### config.mk
export PLATFORM = sky130hd
export DESIGN_NAME = video_layer_mixer_flat
export DESIGN_NICKNAME = d
export VERILOG_FILES = /design/src/rtl/video_layer_mixer_if.sv /design/src/rtl/video_layer_mixer.sv /design/src/flat_wrapper.sv
export SDC_FILE = /design/constraint.sdc
export NUM_CORES = 1
export LEC_CHECK = 0
export BUFFER_PORTS_ARGS = -buffer_cell sky130_fd_sc_hd__buf_2
export CAP_MARGIN = 20
export CORE_MARGIN = 3
export CORE_UTILIZATION = 31
export CTS_CLUSTER_SIZE = 28
export DETAILED_ROUTE_END_ITERATION = 6
export PLACE_DENSITY = 0.48
export SLEW_MARGIN = 20
export SYNTH_ARGS = -nofsm -noshare
export SYNTH_HDL_FRONTEND = slang
export SYNTH_SLANG_ARGS = --single-unit
export TNS_END_PERCENT = 5
### constraint.sdc
create_clock -name clk -period 5.71 [get_ports clk]
set_clock_uncertainty 0.1 [all_clocks]
set_input_delay 1.142 -clock clk [delete_from_list [all_inputs] [get_ports clk]]
set_output_delay 1.142 -clock clk [all_outputs]
set_load 0.005 [all_outputs]
### src/rtl/video_layer_mixer_if.sv
// CPU register bus for the video layer mixer: address, write data/strobe, read data.
interface video_layer_mixer_if;
  logic [2:0] addr;
  logic [7:0] data_in;
  logic       write;
  logic [7:0] data_out;

  modport master (output addr, output data_in, output write, input data_out);
  modport slave  (input addr, input data_in, input write, output data_out);
endinterface

### src/rtl/video_layer_mixer.sv
// Pixel-rate layer compositor with a 2-stage pipeline and a frame-based brightness fade.
module video_layer_mixer #(
  parameter logic [4:0]  FADE_MAX     = 5'd16,
  parameter logic [23:0] BLANK_COLOUR = 24'h000000
) (
  input  logic                clk,
  input  logic                reset,
  input  logic                pix_ce,
  input  logic                hblank,
  input  logic                vblank,
  input  logic [7:0]          spr_r,
  input  logic [7:0]          spr_g,
  input  logic [7:0]          spr_b,
  input  logic                spr_a,
  input  logic [7:0]          chr_r,
  input  logic [7:0]          chr_g,
  input  logic [7:0]          chr_b,
  input  logic                chr_a,
  input  logic [7:0]          tm_r,
  input  logic [7:0]          tm_g,
  input  logic [7:0]          tm_b,
  input  logic                tm_a,
  input  logic [7:0]          star_r,
  input  logic [7:0]          star_g,
  input  logic [7:0]          star_b,
  video_layer_mixer_if.slave  cpu,
  output logic [7:0]          out_r,
  output logic [7:0]          out_g,
  output logic [7:0]          out_b,
  output logic                out_hblank,
  output logic                out_vblank
);

  localparam int unsigned CW = 8;
  localparam int unsigned LW = 5;
  localparam int unsigned PW = 13;
  localparam int unsigned RGBW = 3 * CW;

  logic [4:0]      ctrl;
  logic [CW-1:0]   bg_r, bg_g, bg_b;
  logic [LW-1:0]   fade_target;
  logic [7:0]      fade_period;
  logic [LW-1:0]   level;
  logic [7:0]      frame_cnt;
  logic            vblank_q;
  logic            vblank_rise;
  logic            fade_busy;

  logic            tm_on, spr_on, chr_on, star_on;
  logic [RGBW-1:0] sel_rgb;
  logic [RGBW-1:0] s1_rgb;
  logic            s1_hblank, s1_vblank;

  // Scale one colour component by level/16; level 16 returns c unchanged.
  function automatic logic [CW-1:0] scale(input logic [CW-1:0] c, input logic [LW-1:0] lvl);
    logic [PW-1:0] p;
    p = PW'(c) * PW'(lvl);
    return CW'(p >> 4);
  endfunction

  assign vblank_rise = vblank & ~vblank_q;
  assign fade_busy   = (level != fade_target);

  // CPU-writable registers; fade target clamps to full brightness.
  always_ff @(posedge clk) begin
    if (reset) begin
      ctrl        <= 5'h0F;
      bg_r        <= '0;
      bg_g        <= '0;
      bg_b        <= '0;
      fade_target <= FADE_MAX;
      fade_period <= '0;
    end else if (cpu.write) begin
      case (cpu.addr)
        3'd0: ctrl <= cpu.data_in[4:0];
        3'd1: bg_r <= cpu.data_in;
        3'd2: bg_g <= cpu.data_in;
        3'd3: bg_b <= cpu.data_in;
        3'd4: fade_target <= (cpu.data_in > 8'(FADE_MAX)) ? FADE_MAX : cpu.data_in[4:0];
        3'd5: fade_period <= cpu.data_in;
        default: ;
      endcase
    end
  end

  // Fade engine: one evaluation per vblank rising edge, using the target held before any same-cycle write.
  always_ff @(posedge clk) begin
    if (reset) begin
      vblank_q  <= 1'b0;
      level     <= FADE_MAX;
      frame_cnt <= '0;
    end else begin
      vblank_q <= vblank;
      if (vblank_rise) begin
        if (!fade_busy) begin
          frame_cnt <= '0;
        end else if (frame_cnt >= fade_period) begin
          frame_cnt <= '0;
          level     <= (level < fade_target) ? level + LW'(1) : level - LW'(1);
        end else begin
          frame_cnt <= frame_cnt + 8'd1;
        end
      end
    end
  end

  // Register read mux.
  always_comb begin
    cpu.data_out = '0;
    case (cpu.addr)
      3'd0: cpu.data_out = {3'b000, ctrl};
      3'd1: cpu.data_out = bg_r;
      3'd2: cpu.data_out = bg_g;
      3'd3: cpu.data_out = bg_b;
      3'd4: cpu.data_out = {3'b000, fade_target};
      3'd5: cpu.data_out = fade_period;
      3'd6: cpu.data_out = {2'b00, level, fade_busy};
      default: cpu.data_out = '0;
    endcase
  end

  // Layer priority select; ctrl[4] moves sprites behind the tilemap.
  always_comb begin
    tm_on   = ctrl[0] & tm_a;
    spr_on  = ctrl[1] & spr_a;
    chr_on  = ctrl[2] & chr_a;
    star_on = ctrl[3] & (|{star_r, star_g, star_b});
    sel_rgb = {bg_r, bg_g, bg_b};
    if (ctrl[4]) begin
      if (chr_on)       sel_rgb = {chr_r, chr_g, chr_b};
      else if (tm_on)   sel_rgb = {tm_r, tm_g, tm_b};
      else if (spr_on)  sel_rgb = {spr_r, spr_g, spr_b};
      else if (star_on) sel_rgb = {star_r, star_g, star_b};
    end else begin
      if (spr_on)       sel_rgb = {spr_r, spr_g, spr_b};
      else if (chr_on)  sel_rgb = {chr_r, chr_g, chr_b};
      else if (tm_on)   sel_rgb = {tm_r, tm_g, tm_b};
      else if (star_on) sel_rgb = {star_r, star_g, star_b};
    end
  end

  // Stage 1: capture selected colour and blanks.
  always_ff @(posedge clk) begin
    if (reset) begin
      s1_rgb    <= '0;
      s1_hblank <= 1'b0;
      s1_vblank <= 1'b0;
    end else if (pix_ce) begin
      s1_rgb    <= sel_rgb;
      s1_hblank <= hblank;
      s1_vblank <= vblank;
    end
  end

  // Stage 2: apply fade or force blank colour, register outputs.
  always_ff @(posedge clk) begin
    if (reset) begin
      out_r      <= '0;
      out_g      <= '0;
      out_b      <= '0;
      out_hblank <= 1'b1;
      out_vblank <= 1'b1;
    end else if (pix_ce) begin
      if (s1_hblank | s1_vblank) begin
        {out_r, out_g, out_b} <= BLANK_COLOUR;
      end else begin
        out_r <= scale(s1_rgb[23:16], level);
        out_g <= scale(s1_rgb[15:8], level);
        out_b <= scale(s1_rgb[7:0], level);
      end
      out_hblank <= s1_hblank;
      out_vblank <= s1_vblank;
    end
  end

endmodule

### src/flat_wrapper.sv
// flat-port wrapper written by rule: the top's interface ports become plain ports
module video_layer_mixer_flat 
#(
  parameter logic [4:0]  FADE_MAX     = 5'd16,
  parameter logic [23:0] BLANK_COLOUR = 24'h000000
)
  (clk, reset, pix_ce, hblank, vblank, spr_r, spr_g, spr_b, spr_a, chr_r, chr_g, chr_b, chr_a, tm_r, tm_g, tm_b, tm_a, star_r, star_g, star_b, out_r, out_g, out_b, out_hblank, out_vblank, cpu_addr, cpu_data_in, cpu_write, cpu_data_out);
  video_layer_mixer_if cpu_i ();
  input  logic clk;
  input  logic reset;
  input  logic pix_ce;
  input  logic hblank;
  input  logic vblank;
  input  logic [7:0] spr_r;
  input  logic [7:0] spr_g;
  input  logic [7:0] spr_b;
  input  logic spr_a;
  input  logic [7:0] chr_r;
  input  logic [7:0] chr_g;
  input  logic [7:0] chr_b;
  input  logic chr_a;
  input  logic [7:0] tm_r;
  input  logic [7:0] tm_g;
  input  logic [7:0] tm_b;
  input  logic tm_a;
  input  logic [7:0] star_r;
  input  logic [7:0] star_g;
  input  logic [7:0] star_b;
  output logic [7:0] out_r;
  output logic [7:0] out_g;
  output logic [7:0] out_b;
  output logic out_hblank;
  output logic out_vblank;
  input wire logic [$bits(cpu_i.addr)-1:0] cpu_addr;
  input wire logic [$bits(cpu_i.data_in)-1:0] cpu_data_in;
  input wire logic [$bits(cpu_i.write)-1:0] cpu_write;
  output wire logic [$bits(cpu_i.data_out)-1:0] cpu_data_out;
  assign cpu_i.addr = cpu_addr;
  assign cpu_i.data_in = cpu_data_in;
  assign cpu_i.write = cpu_write;
  assign cpu_data_out = cpu_i.data_out;
  video_layer_mixer #(.FADE_MAX(FADE_MAX), .BLANK_COLOUR(BLANK_COLOUR)) u_core (.clk(clk), .reset(reset), .pix_ce(pix_ce), .hblank(hblank), .vblank(vblank), .spr_r(spr_r), .spr_g(spr_g), .spr_b(spr_b), .spr_a(spr_a), .chr_r(chr_r), .chr_g(chr_g), .chr_b(chr_b), .chr_a(chr_a), .tm_r(tm_r), .tm_g(tm_g), .tm_b(tm_b), .tm_a(tm_a), .star_r(star_r), .star_g(star_g), .star_b(star_b), .cpu(cpu_i), .out_r(out_r), .out_g(out_g), .out_b(out_b), .out_hblank(out_hblank), .out_vblank(out_vblank));
endmodule
After elaboration in Yosys (flattened, before gate mapping). Index checks and enable logic that the tools add are counted. Widths: inputs -> output; s select.

$add $sub $neg: 3. Multiply operators: 3. Magnitude comparators: 3. Equal/unequal tests: 7. Multiplexer cells: 16. Bitwise gates (word level): 7. Reduce and logical (&&, ||, !) cells: 9.

Operators by type and width (number): $mux 24 (8); $pmux 8 s7 (1); $mux 8 (5); $mul 8x5->12 (3); $reduce_or 24->1 (1); $reduce_and 2->1 (6); $mux 5 (2); $eq 3x3->1 const B (3); $add 8x1->8 const B (1); $ge 8x8->1 (1); $gt 8x5->1 const B (1); $eq 3x2->1 const B (2); $add 5x1->5 const B (1); $and 1x1->1 (5); $lt 5x5->1 (1); $ne 5x5->1 (1); $sub 5x1->5 const B (1); $eq 3x1->1 const B (1); $logic_not 3->1 (1); $reduce_and 3->1 (1); $not 1->1 (1); $or 1x1->1 (1).

Register bits after elaboration: 108. Input port bits: 116. Output and inout port bits: 34. Logic and storage cells: 65.

Depth between registers and ports, before layout. Gate-level depths: netlist of run 1.

Word-level depth: 7. Mapped depth: 15. Mapped depth without buffers: 13.

Worst setup path before layout of run 1. OpenSTA, ideal clock, no wires.

Kind: register to register. Start point: register u_core.level[4]. End point: register u_core.out_r[6]. Data arrival time: 4041 ps. Slack: 1452 ps. Cell stages (with the launch flop): 15. Path buffers: 2. Clock period less this slack: 4258 ps. Cell sequence: dfxtp_1 -> clkbuf_1 -> clkbuf_1 -> and2_1 -> fa_1 -> fa_1 -> inv_1 -> fa_1 -> inv_1 -> ha_1 -> and4_1 -> a22o_1 -> o221a_1 -> or3_1 -> a32o_1.

Word-level cells in the longest chain between the ends: 2.

Ends and longest elaborated chain: start: declaration (RTL line video_layer_mixer.sv:43) `logic [LW-1:0] level;`; start signal: assignment (RTL line video_layer_mixer.sv:99) `level <= (level < fade_target) ? level + LW'(1) : level - LW'(1);`; $mul 8x5->12 (RTL line video_layer_mixer.sv:57) `p = PW'(c) * PW'(lvl);`; $mux 8 (RTL line video_layer_mixer.sv:164) `if (s1_hblank | s1_vblank) begin`; end signal: assignment (RTL line video_layer_mixer.sv:167) `out_r <= scale(s1_rgb[23:16], level);`; end: declaration (RTL line video_layer_mixer.sv:27) `output logic [7:0] out_r,`.

Every way passes these cells. A chain may end at the register's enable or synchronous reset.

Worst setup path in the final report of run 1.
Start point: register u_core.level[2]. End point: register u_core.out_r[6].

Same word-level chain as after synthesis.

==> impl_metrics.py, run 1 <==
metrics = {
    "status": {
        "status": "finished clean",
    },
    "run": {
        "maxCapViolations": 0,
    },
    "critical_path": {
        "cpMaxStageDelayCell": "dfxtp_1",
        "cp_cell_sequence": "and2_1, fa_1, fa_1, inv_1, fa_1, inv_1, ha_1, and4_1, a22o_1, o221a_1, or3_1, a32o_1",
        "worst_path_most_repeated_cell": "fa_1",
        "arrival_ns": 4.69,
        "slowest_delay_ns": 0.88,
        "cp-end-kind": "register",
        "startpoint_type": "register",
        "required_ns": 5.87,
        "critPathKind": "reg -> reg",
        "cp_max_fo": 28,
    },
    "route": {
        "first_pass_iters": 5,
        "routedWlPerCell_um": 18.5,
        "drtAntennaViolNets": 0,
        "vias_per_cell": 5.22,
        "drtIter0Drc": 575,
        "totalWireLength_mm": 30.6,
        "num_vias": 8659,
        "drc": 0,
    },
    "pwr": {
        "leakagePower_nw": 4.74,
        "ir_drop_uv": 157,
        "total_power_mw": 2.71,
        "powerDensity_nw_per_um2": 254,
    },
    "finish": {
        "syn_to_final_growth_pct": 14.3,
        "final_util_pct": 36.6,
        "ff_latch_area_sq_um": 2160,
        "multi_input_area_sq_um": 6560,
        "fillers": 3199,
        "nets": 1504,
        "drive_above_1_share_pct": 16.2,
    },
    "logic_synthesis": {
        "synthDistinctLibCells": 67,
        "syn_inst": 1160,
        "async_flop_share_pct": 0,
        "synth_area_per_cell_sq_um": 8.04,
        "synth_edf_count": 0,
        "syn_area_sq_um": 9330,
        "synth_ff_type": "dfxtp_1",
        "yosys_warnings": 0,
        "yosysSeqAreaShare_pct": 23.2,
        "synth-seq-cells": 108,
        "syn_nets": 1396,
    },
    "timing": {
        "slew_violations": 0,
        "tns_ns": 0,
        "final-setup-viol-count": 0,
        "relSlewSlack_pct": 34.9,
        "fmax_mhz": 220,
        "hold_viol_final": 0,
        "rsz0062_at_grt": "no",
        "final.period_utilization_pct": 79.5,
        "period_minus_slack_ns": 4.54,
        "worst_slew_pin_slew_ns": 0.976,
    },
    "grt": {
        "grt_overflow": 0,
        "grt_max_degree": 87,
        "grt_pass1_vias": 8509,
        "grt_util_all_layers_pct": 18.4,
        "grt_first_pass_wirelength_mm": 48.0,
        "antenna_found_initial": 1,
    },
    "clocking": {
        "cts_hold_buf": 0,
        "cts_root_buf": "clkbuf_16",
        "clock_latency_ns": 0.36,
        "path_clk_slew_ns": 0.08,
        "cts-resized-gates": 0,
        "cts_tree": "yes",
        "htreeDepth": 3,
        "clkSinkCount": 108,
        "numCtsBuffers": 9,
        "cts_setup_buffers": 0,
        "cts_buffer_depth": 2,
    },
    "floorplan": {
        "ios": 150,
        "fp.dieArea_sq_um": 32200,
        "die_w_um": 179,
        "row_count": 62,
        "core_region_area_sq_um": 29200,
        "die_h_um": 179,
        "start_util_pct": 32.0,
    },
    "place": {
        "routabilityCongestion": 0.881,
        "port_buffers": 149,
        "dp_hpwl_mm": 24.0,
    },
    "min_path": {
        "hold_class": "reg -> reg",
    },
}
## flip-flops by register name (all words and copies together) (netlist names)
name and count:
u_core.s1_hblank 1, u_core.level 5, u_core.out_vblank 1, u_core.fade_target 5
u_core.s1_rgb 24, u_core.fade_period 8, u_core.out_hblank 1, u_core.bg_r 8
u_core.bg_b 8, u_core.vblank_q 1, u_core.s1_vblank 1, u_core.out_b 8
u_core.out_r 8, u_core.bg_g 8, u_core.frame_cnt 8, u_core.out_g 8
u_core.ctrl 5
## per-stage QoR
| step | std cells | setup slack (ns) | hold slack (ns) | cell area (sq um) |
|---|---|---|---|---|
| after floorplan | 1160 | 1.45 | 0.336 | 9330 |
| after global placement | 1641 | 1.20 | 0.340 | 10400 |
| after detailed placement | 1641 | 1.16 | 0.348 | 10400 |
| after CTS | 1657 | 1.16 | 0.360 | 10700 |
| final | 1658 | 1.17 | 0.352 | 10700 |
| after global routing | 1658 | 0.854 | 0.377 | 10700 |
## synth_stat cells (7+ instances only)
master,number,area share [%]
mux2_2,7,0.84
and2_1,78,5.2
xnor2_1,14,1.3
fa_1,49,11
nand3_1,37,2.0
o211ai_2,10,1.3
o211ai_1,18,1.4
ha_1,71,9.5
and4_1,9,0.84
a22oi_1,12,0.97
a221o_1,8,0.86
nor2b_1,32,2.1
mux2i_1,23,2.5
o21ai_1,7,0.38
a21o_1,7,0.56
nor2_1,46,1.9
o21bai_1,16,1.3
a311oi_1,9,0.84
inv_1,90,3.6
dfxtp_1,108,23
clkbuf_1,52,2.1
nor3_1,25,1.3
a31oi_1,20,1.3
a21oi_1,53,2.8
nand2_1,189,7.6
buf_2,7,0.38
o21ai_0,41,2.2
o221ai_1,14,1.3
## where the power goes
part	switching [mW]	internal, mW
sequential	0.110	0.814
clock	0.343	0.310
combinational	0.652	0.485
## kinds of logic (layout without fill, tap and decap cells)
group	Yosys count	after routing	share of synthesized area, %
muxes	32	32	3.80
DFF	108	108	23.2
other	0	1	0
buffers and inverters	154	267	6.57
adders and majority gates	120	120	20.0
AOI/OAI and AO/OA	267	267	20.4
xor gates and xnor gates	17	17	1.60
and+or+nand+nor	462	462	24.4
## path summary, 6_finish.rpt
path,from,to,slack [ns],cells past startpoint
worst max-delay path,u_core.level[2],u_core.out_r[6],1.17,12
worst min-delay path,u_core.out_b[4],u_core.out_b[4],0.35,2
worst max register to register,u_core.level[2],u_core.out_r[6],1.17,12
worst min register to register,u_core.out_b[4],u_core.out_b[4],0.35,2
## layout by cell type, fill, tap and decap left out, drive strengths merged, types with 4 or more instances in the layout
cell	instances
nand2	190
nand2b	6
o21a	4
o211ai	28
a21o	7
and4	9
or4	4
a221o	8
mux2	7
nand3b	5
ha	71
o221ai	14
o31ai	6
o21bai	16
o41ai	6
nor3	25
a21oi	53
and3	5
a22o	6
and2	79
dfxtp	108
or2	4
inv	95
a311oi	9
nand3	37
nor4	7
a32o	6
xnor2	14
buf	161
fa	49
o21ai	49
clkbuf	9
or3	6
nor2b	32
a22oi	12
mux2i	23
nor2	47
a31oi	20
## layout make-up
cell class | instances | area share [%]
multi-input cells | 898 | 61.5
flip-flops and latches | 108 | 20.3
repair buffers | 161 | 7.84
well taps | 384 | 4.50
inverters | 90 | 3.17
clock buffers | 9 | 2.11
clock inverters | 7 | 0.610
diodes | 1 | 0.0235
## per-layer routing
metal  up-vias  GRT usage [%]  part of all wire (%)  wire [um]
met5         -              0                     0          0
met4         0           6.00                   3.0        912
met3        43           2.59                   3.5       1070
met2       205           29.8                    45      13900
met1      4130           25.5                    48      14700
li1       4281              -                     -          -
## critical path, delay by kind of cell, from the launching register on
| kind | cells | cell delay (ns) |
|---|---|---|
| AOI/OAI and AO/OA | 3 | 0.77 |
| buffers and inverters | 2 | 0.09 |
| DFF | 1 | 0.88 |
| and+or+nand+nor | 3 | 0.75 |
| adders and majority gates | 4 | 1.83 |
(Power assumes the default switching activity.)
==> run 2: changes to the inputs <==
Settings changed: PLACE_DENSITY 0.48 to 0.5.
Clock period 5.71 ns to 3.8 ns, I/O delays scaled along.
==> impl_metrics.py, run 2 (synthesized netlist as in run 1, its figures left out) <==
metrics = {
    "pwr": {
        "powerDensity_nw_per_um2": 389,
        "ir_drop_uv": 195,
        "leakagePower_nw": 5.17,
        "total_power_mw": 4.47,
    },
    "floorplan": {
        "fp.dieArea_sq_um": 32200,
        "ios": 150,
        "start_util_pct": 32.0,
        "die_w_um": 179,
        "core_region_area_sq_um": 29200,
        "row_count": 62,
        "die_h_um": 179,
    },
    "min_path": {
        "hold_path_startpoint": "u_core.out_r[4]",
        "hold_path_end": "u_core.out_r[4]",
        "hold_depth": 2,
        "hold_class": "reg -> reg",
    },
    "finish": {
        "fillers": 3089,
        "final_cells": 1730,
        "mostFrequentLayoutCell": "nand2_1",
        "largest-register": "u_core.s1_rgb",
        "diodes": 0,
        "syn_to_final_growth_pct": 23.1,
        "nets": 1577,
        "largest_reg_flops": 24,
        "design_area_sq_um": 11500,
        "final_util_pct": 39.4,
        "drive_above_1_share_pct": 23.3,
        "final_cell_mix": "189 x nand2_1, 149 x buf_2, 105 x dfxtp_1",
    },
    "clocking": {
        "clock_latency_ns": 0.38,
        "path_clk_slew_ns": 0.09,
        "htreeDepth": 3,
        "clkSinkCount": 108,
        "cts_buffer_depth": 2,
        "cts_tree": "yes",
        "numCtsBuffers": 9,
        "cts_root_buf": "clkbuf_16",
    },
    "grt": {
        "met2_usage_pct": 32.1,
        "grt_overflow": 0,
        "busiest_layer": "met2",
        "grt_pass1_vias": 8999,
        "grt_util_all_layers_pct": 19.1,
        "use_met1_pct": 26.2,
        "grt_use_met3_pct": 2.67,
        "antenna_found_initial": 0,
        "grt_max_degree": 57,
        "grt_first_pass_wirelength_mm": 50.0,
    },
    "critical_path": {
        "worst_path_most_repeated_cell": "fa_1",
        "r2r_end": "u_core.out_r[6]",
        "slowest_delay_ns": 0.56,
        "r2r_start": "u_core.level[4]",
        "startpoint_type": "register",
        "rr_worst_depth": 12,
        "required_ns": 3.96,
        "r2r_slack_ns": -0.06,
        "critPathBufInv": 2,
        "cp_max_fo": 17,
        "cp_cell_sequence": "buf_12, nand2_1, fa_1, fa_1, fa_1, inv_1, ha_4, and4_1, a22o_4, o221a_1, or3_1, a32o_1",
        "critical-path-top-delay-family": "adder cells",
        "cp-end-kind": "register",
        "cpMaxStageDelayCell": "fa_1",
        "critPathKind": "reg -> reg",
        "arrival_ns": 4.02,
    },
    "timing": {
        "worst_slew_pin_slew_ns": 0.976,
        "hold_viol_final": 0,
        "fin_ws_ns": -0.0587,
        "period_minus_slack_ns": 3.86,
        "slew_violations": 0,
        "rsz0062_at_grt": "yes",
        "final.period_utilization_pct": 102,
        "fmax_mhz": 259,
        "relSlewSlack_pct": 34.7,
        "final-setup-viol-count": 7,
    },
    "status": {
        "violations": "setup timing",
        "status": "finished, violations left",
    },
    "route": {
        "num_vias": 8920,
        "drc": 0,
        "routedWlPerCell_um": 18.1,
        "drtIter0Drc": 556,
        "vias_per_cell": 5.16,
        "first_pass_iters": 5,
        "totalWireLength_mm": 31.3,
        "drtAntennaViolNets": 0,
    },
    "place": {
        "port_buffers": 149,
        "dp_hpwl_mm": 25.0,
        "routabilityCongestion": 0.875,
        "dp_cells": 1710,
        "placed_area_sq_um": 11000,
    },
    "run": {
        "maxCapViolations": 0,
    },
}
run 2: changes by cell type in the layout (fill, tap and decap cells not counted), moves of 4 or more:
cell and change:
buf_4 +71, ha_1 -10, ha_4 +7, and2_4 +4, clkinv_8 +4
run 2: worst max path at each step:
stage	startpoint	to	slack [ns]	cells past startpoint
floorplan	u_core.level[4]	u_core.out_r[6]	-0.05	13
global placement	u_core.level[2]	u_core.out_g[7]	-0.10	13
detailed placement	u_core.level[2]	u_core.out_g[7]	-0.20	13
CTS	u_core.level[2]	u_core.out_b[6]	-0.06	13
global route	u_core.level[2]	u_core.out_b[6]	-0.19	13
finish	u_core.level[4]	u_core.out_r[6]	-0.06	12
run 2: per-layer routing:
| metal | up-vias | part of all wire (%) |
|---|---|---|
| met4 | 0 | 2.1 |
| met5 | - | 0 |
| met1 | 4241 | 47 |
| met2 | 220 | 47 |
| li1 | 4425 | - |
| met3 | 34 | 4.0 |
run 2: per-stage QoR:
| step | hold slack, ns | worst slack (ns) | setup TNS [ns] |
|---|---|---|---|
| after floorplan | 0.336 | -0.0466 | -0.153 |
| after global placement | 0.339 | -0.105 | -0.665 |
| after detailed placement | 0.341 | -0.203 | -1.06 |
| after CTS | 0.355 | -0.0569 | -0.276 |
| after global routing | 0.363 | -0.192 | -1.65 |
| final | 0.348 | -0.0587 | -0.180 |
run 2: what timing repair did:
item | CTS | global route
endpoints found under the setup margin | 12 | 16
resized for setup | 12 | 13
endpoints found under the hold margin | 0 | 0
pin swaps | 9 | 3
hold buffers | 0 | 0
buffers inserted | 4 | 0
run 2: final cells by class:
cell class / instances / area [sq um] / share of cell area, %
repair buffers: 234 / 1400 / 12.2
multi-input cells: 898 / 6770 / 59.0
well taps: 384 / 480 / 4.18
clock inverters: 7 / 93.8 / 0.817
flip-flops and latches: 108 / 2170 / 18.9
clock buffers: 9 / 225 / 1.96
inverters: 90 / 338 / 2.94
run 2: tightest hold or removal path, cell delays in order, from the launching register on:
cell	delay (ns)
dfxtp_1	0.31
nand2_1	0.05
o21ai_1	0.05
run 2: power breakdown:
part	leakage [nW]	total [mW]	switching (mW)	internal, mW
Clock	0.153	1.02	0.540	0.478
Sequential	0.882	1.38	0.146	1.23
Combinational	4.13	2.07	1.09	0.979
==> run 3: changes to the inputs <==
Settings changed: CORE_UTILIZATION 31 to 53, PLACE_DENSITY 0.5 to 0.77.
==> impl_metrics.py, run 3 (synthesized netlist as in run 1, its figures left out) <==
metrics = {
    "floorplan": {
        "ios": 150,
        "fp.dieArea_sq_um": 19200,
        "start_util_pct": 55.3,
        "die_w_um": 139,
        "core_region_area_sq_um": 16900,
        "die_h_um": 139,
        "row_count": 47,
    },
    "grt": {
        "antenna_found_initial": 0,
        "grt_max_degree": 87,
        "grt_first_pass_wirelength_mm": 45.7,
        "grt_pass1_vias": 8926,
        "grt_util_all_layers_pct": 28.8,
        "grt_overflow": 0,
    },
    "clocking": {
        "cts_hold_buf": 0,
        "clkSinkCount": 108,
        "clock_latency_ns": 0.37,
        "cts_buffer_depth": 2,
        "path_clk_slew_ns": 0.08,
        "htreeDepth": 3,
        "cts_tree": "yes",
        "numCtsBuffers": 9,
        "cts_root_buf": "clkbuf_16",
    },
    "place": {
        "placed_area_sq_um": 10700,
        "dp_hpwl_mm": 21.7,
        "routabilityCongestion": 0.944,
        "port_buffers": 149,
    },
    "route": {
        "routedWlPerCell_um": 18.2,
        "first_pass_iters": 5,
        "vias_per_cell": 5.90,
        "drc": 0,
        "totalWireLength_mm": 28.3,
        "num_vias": 9184,
        "drtAntennaViolNets": 0,
        "drtIter0Drc": 752,
    },
    "timing": {
        "slew_violations": 0,
        "fin_ws_ns": -0.0506,
        "hold_viol_final": 0,
        "final.period_utilization_pct": 101,
        "period_minus_slack_ns": 3.85,
        "worst_slew_pin_slew_ns": 1.08,
        "holdWs_ns": 0.347,
        "tns_ns": -0.0910,
        "final-setup-viol-count": 4,
        "rsz0062_at_grt": "yes",
        "relSlewSlack_pct": 27.7,
        "fmax_mhz": 260,
    },
    "finish": {
        "syn_to_final_growth_pct": 20.7,
        "final_util_pct": 66.7,
        "design_area_sq_um": 11300,
        "largest-register": "u_core.s1_rgb",
        "largest_reg_flops": 24,
        "final_cell_mix": "187 x nand2_1, 149 x buf_2, 102 x dfxtp_1",
        "mostFrequentLayoutCell": "nand2_1",
        "multi_input_area_sq_um": 6800,
        "drive_above_1_share_pct": 23.4,
        "fillers": 1361,
        "diodes": 0,
        "nets": 1567,
        "ff_latch_area_sq_um": 2170,
    },
    "status": {
        "violations": "setup timing",
        "status": "finished, violations left",
    },
    "critical_path": {
        "rr_worst_depth": 13,
        "cp_max_fo": 10,
        "startpoint_type": "register",
        "cp-end-kind": "register",
        "critPathKind": "reg -> reg",
        "critPathLaunch": "u_core.level[2]",
        "r2r_end": "u_core.out_b[7]",
        "r2r_start": "u_core.level[2]",
        "r2r_slack_ns": -0.05,
        "required_ns": 3.95,
        "arrival_ns": 4.00,
        "cp-endpoint": "u_core.out_b[7]",
    },
    "pwr": {
        "leakagePower_nw": 5.12,
        "p_sw_mw": 1.76,
        "ir_drop_uv": 291,
        "power_frac_seq_pct": 30.4,
        "p_int_mw": 2.69,
        "clock_power_share_pct": 22.5,
        "total_power_mw": 4.44,
        "p_comb_share_pct": 47.1,
        "powerDensity_nw_per_um2": 395,
        "switching_share_pct": 39.5,
    },
    "min_path": {
        "hold_class": "reg -> reg",
    },
    "run": {
        "maxCapViolations": 0,
    },
}
## run 3: area by class of cell
type                    instances  share of cell area, %
flip-flops and latches        108                   19.3
multi-input cells             898                   60.4
clock buffers                   9                   2.00
well taps                     220                   2.45
clock inverters                 7                  0.834
inverters                      90                   3.00
repair buffers                224                   12.0
## run 3: power by group through the flow
stage	registers [mW]	logic, mW	clock network [mW]
global route	1.36	2.33	1.05
CTS	1.34	2.05	1.01
global placement	1.37	1.87	0
finish	1.35	2.09	1.00
detailed placement	1.38	1.93	0
floorplan	1.32	1.33	0
## run 3: through the flow
| stage | cells | setup slack [ns] |
|---|---|---|
| after floorplan | 1160 | -0.0466 |
| after global placement | 1536 | -0.0645 |
| after detailed placement | 1536 | -0.145 |
| after CTS | 1556 | -0.0126 |
| after global routing | 1556 | -0.163 |
| final | 1556 | -0.0506 |
## run 3: worst min-delay path by stage
| stage | start | endpoint | slack [ns] | cells after the start |
|---|---|---|---|---|
| after floorplan | u_core.bg_g[0] | u_core.bg_g[0] | 0.34 | 2 |
| after global placement | u_core.out_g[2] | u_core.out_g[2] | 0.33 | 2 |
| after detailed placement | u_core.out_g[2] | u_core.out_g[2] | 0.33 | 2 |
| after CTS | u_core.out_g[2] | u_core.out_g[2] | 0.35 | 2 |
| after global routing | u_core.out_r[4] | u_core.out_r[4] | 0.37 | 2 |
| final | u_core.out_g[2] | u_core.out_g[2] | 0.35 | 2 |
## run 3: worst max-delay path, stage by stage (launching register included)
cell and delay [ns]:
dfxtp_4 0.37, buf_6 0.14, and2_1 0.15, fa_1 0.49, fa_1 0.49, inv_1 0.05
fa_1 0.47, inv_1 0.04, ha_1 0.30, nor2_1 0.08, nor3b_2 0.32, o221ai_2 0.16
and4_1 0.20, a2111o_1 0.38
## run 3: layer usage
layer  vias to the layer above  part of all wire (%)  global-route usage (%)  routed length [um]
li1                       4398                     -                       -                   -
met3                        69                   7.4                    5.62                2110
met2                       377                    48                    48.9               13700
met5                         -                     0                       0                   0
met4                         0                   3.2                    9.47                 907
met1                      4340                    41                    37.0               11600
## run 3: repair_timing
item	CTS	global route
buffers inserted	4	0
setup endpoints to repair	14	15
gates cloned	0	0
resized for setup	26	14
pin swaps	18	5
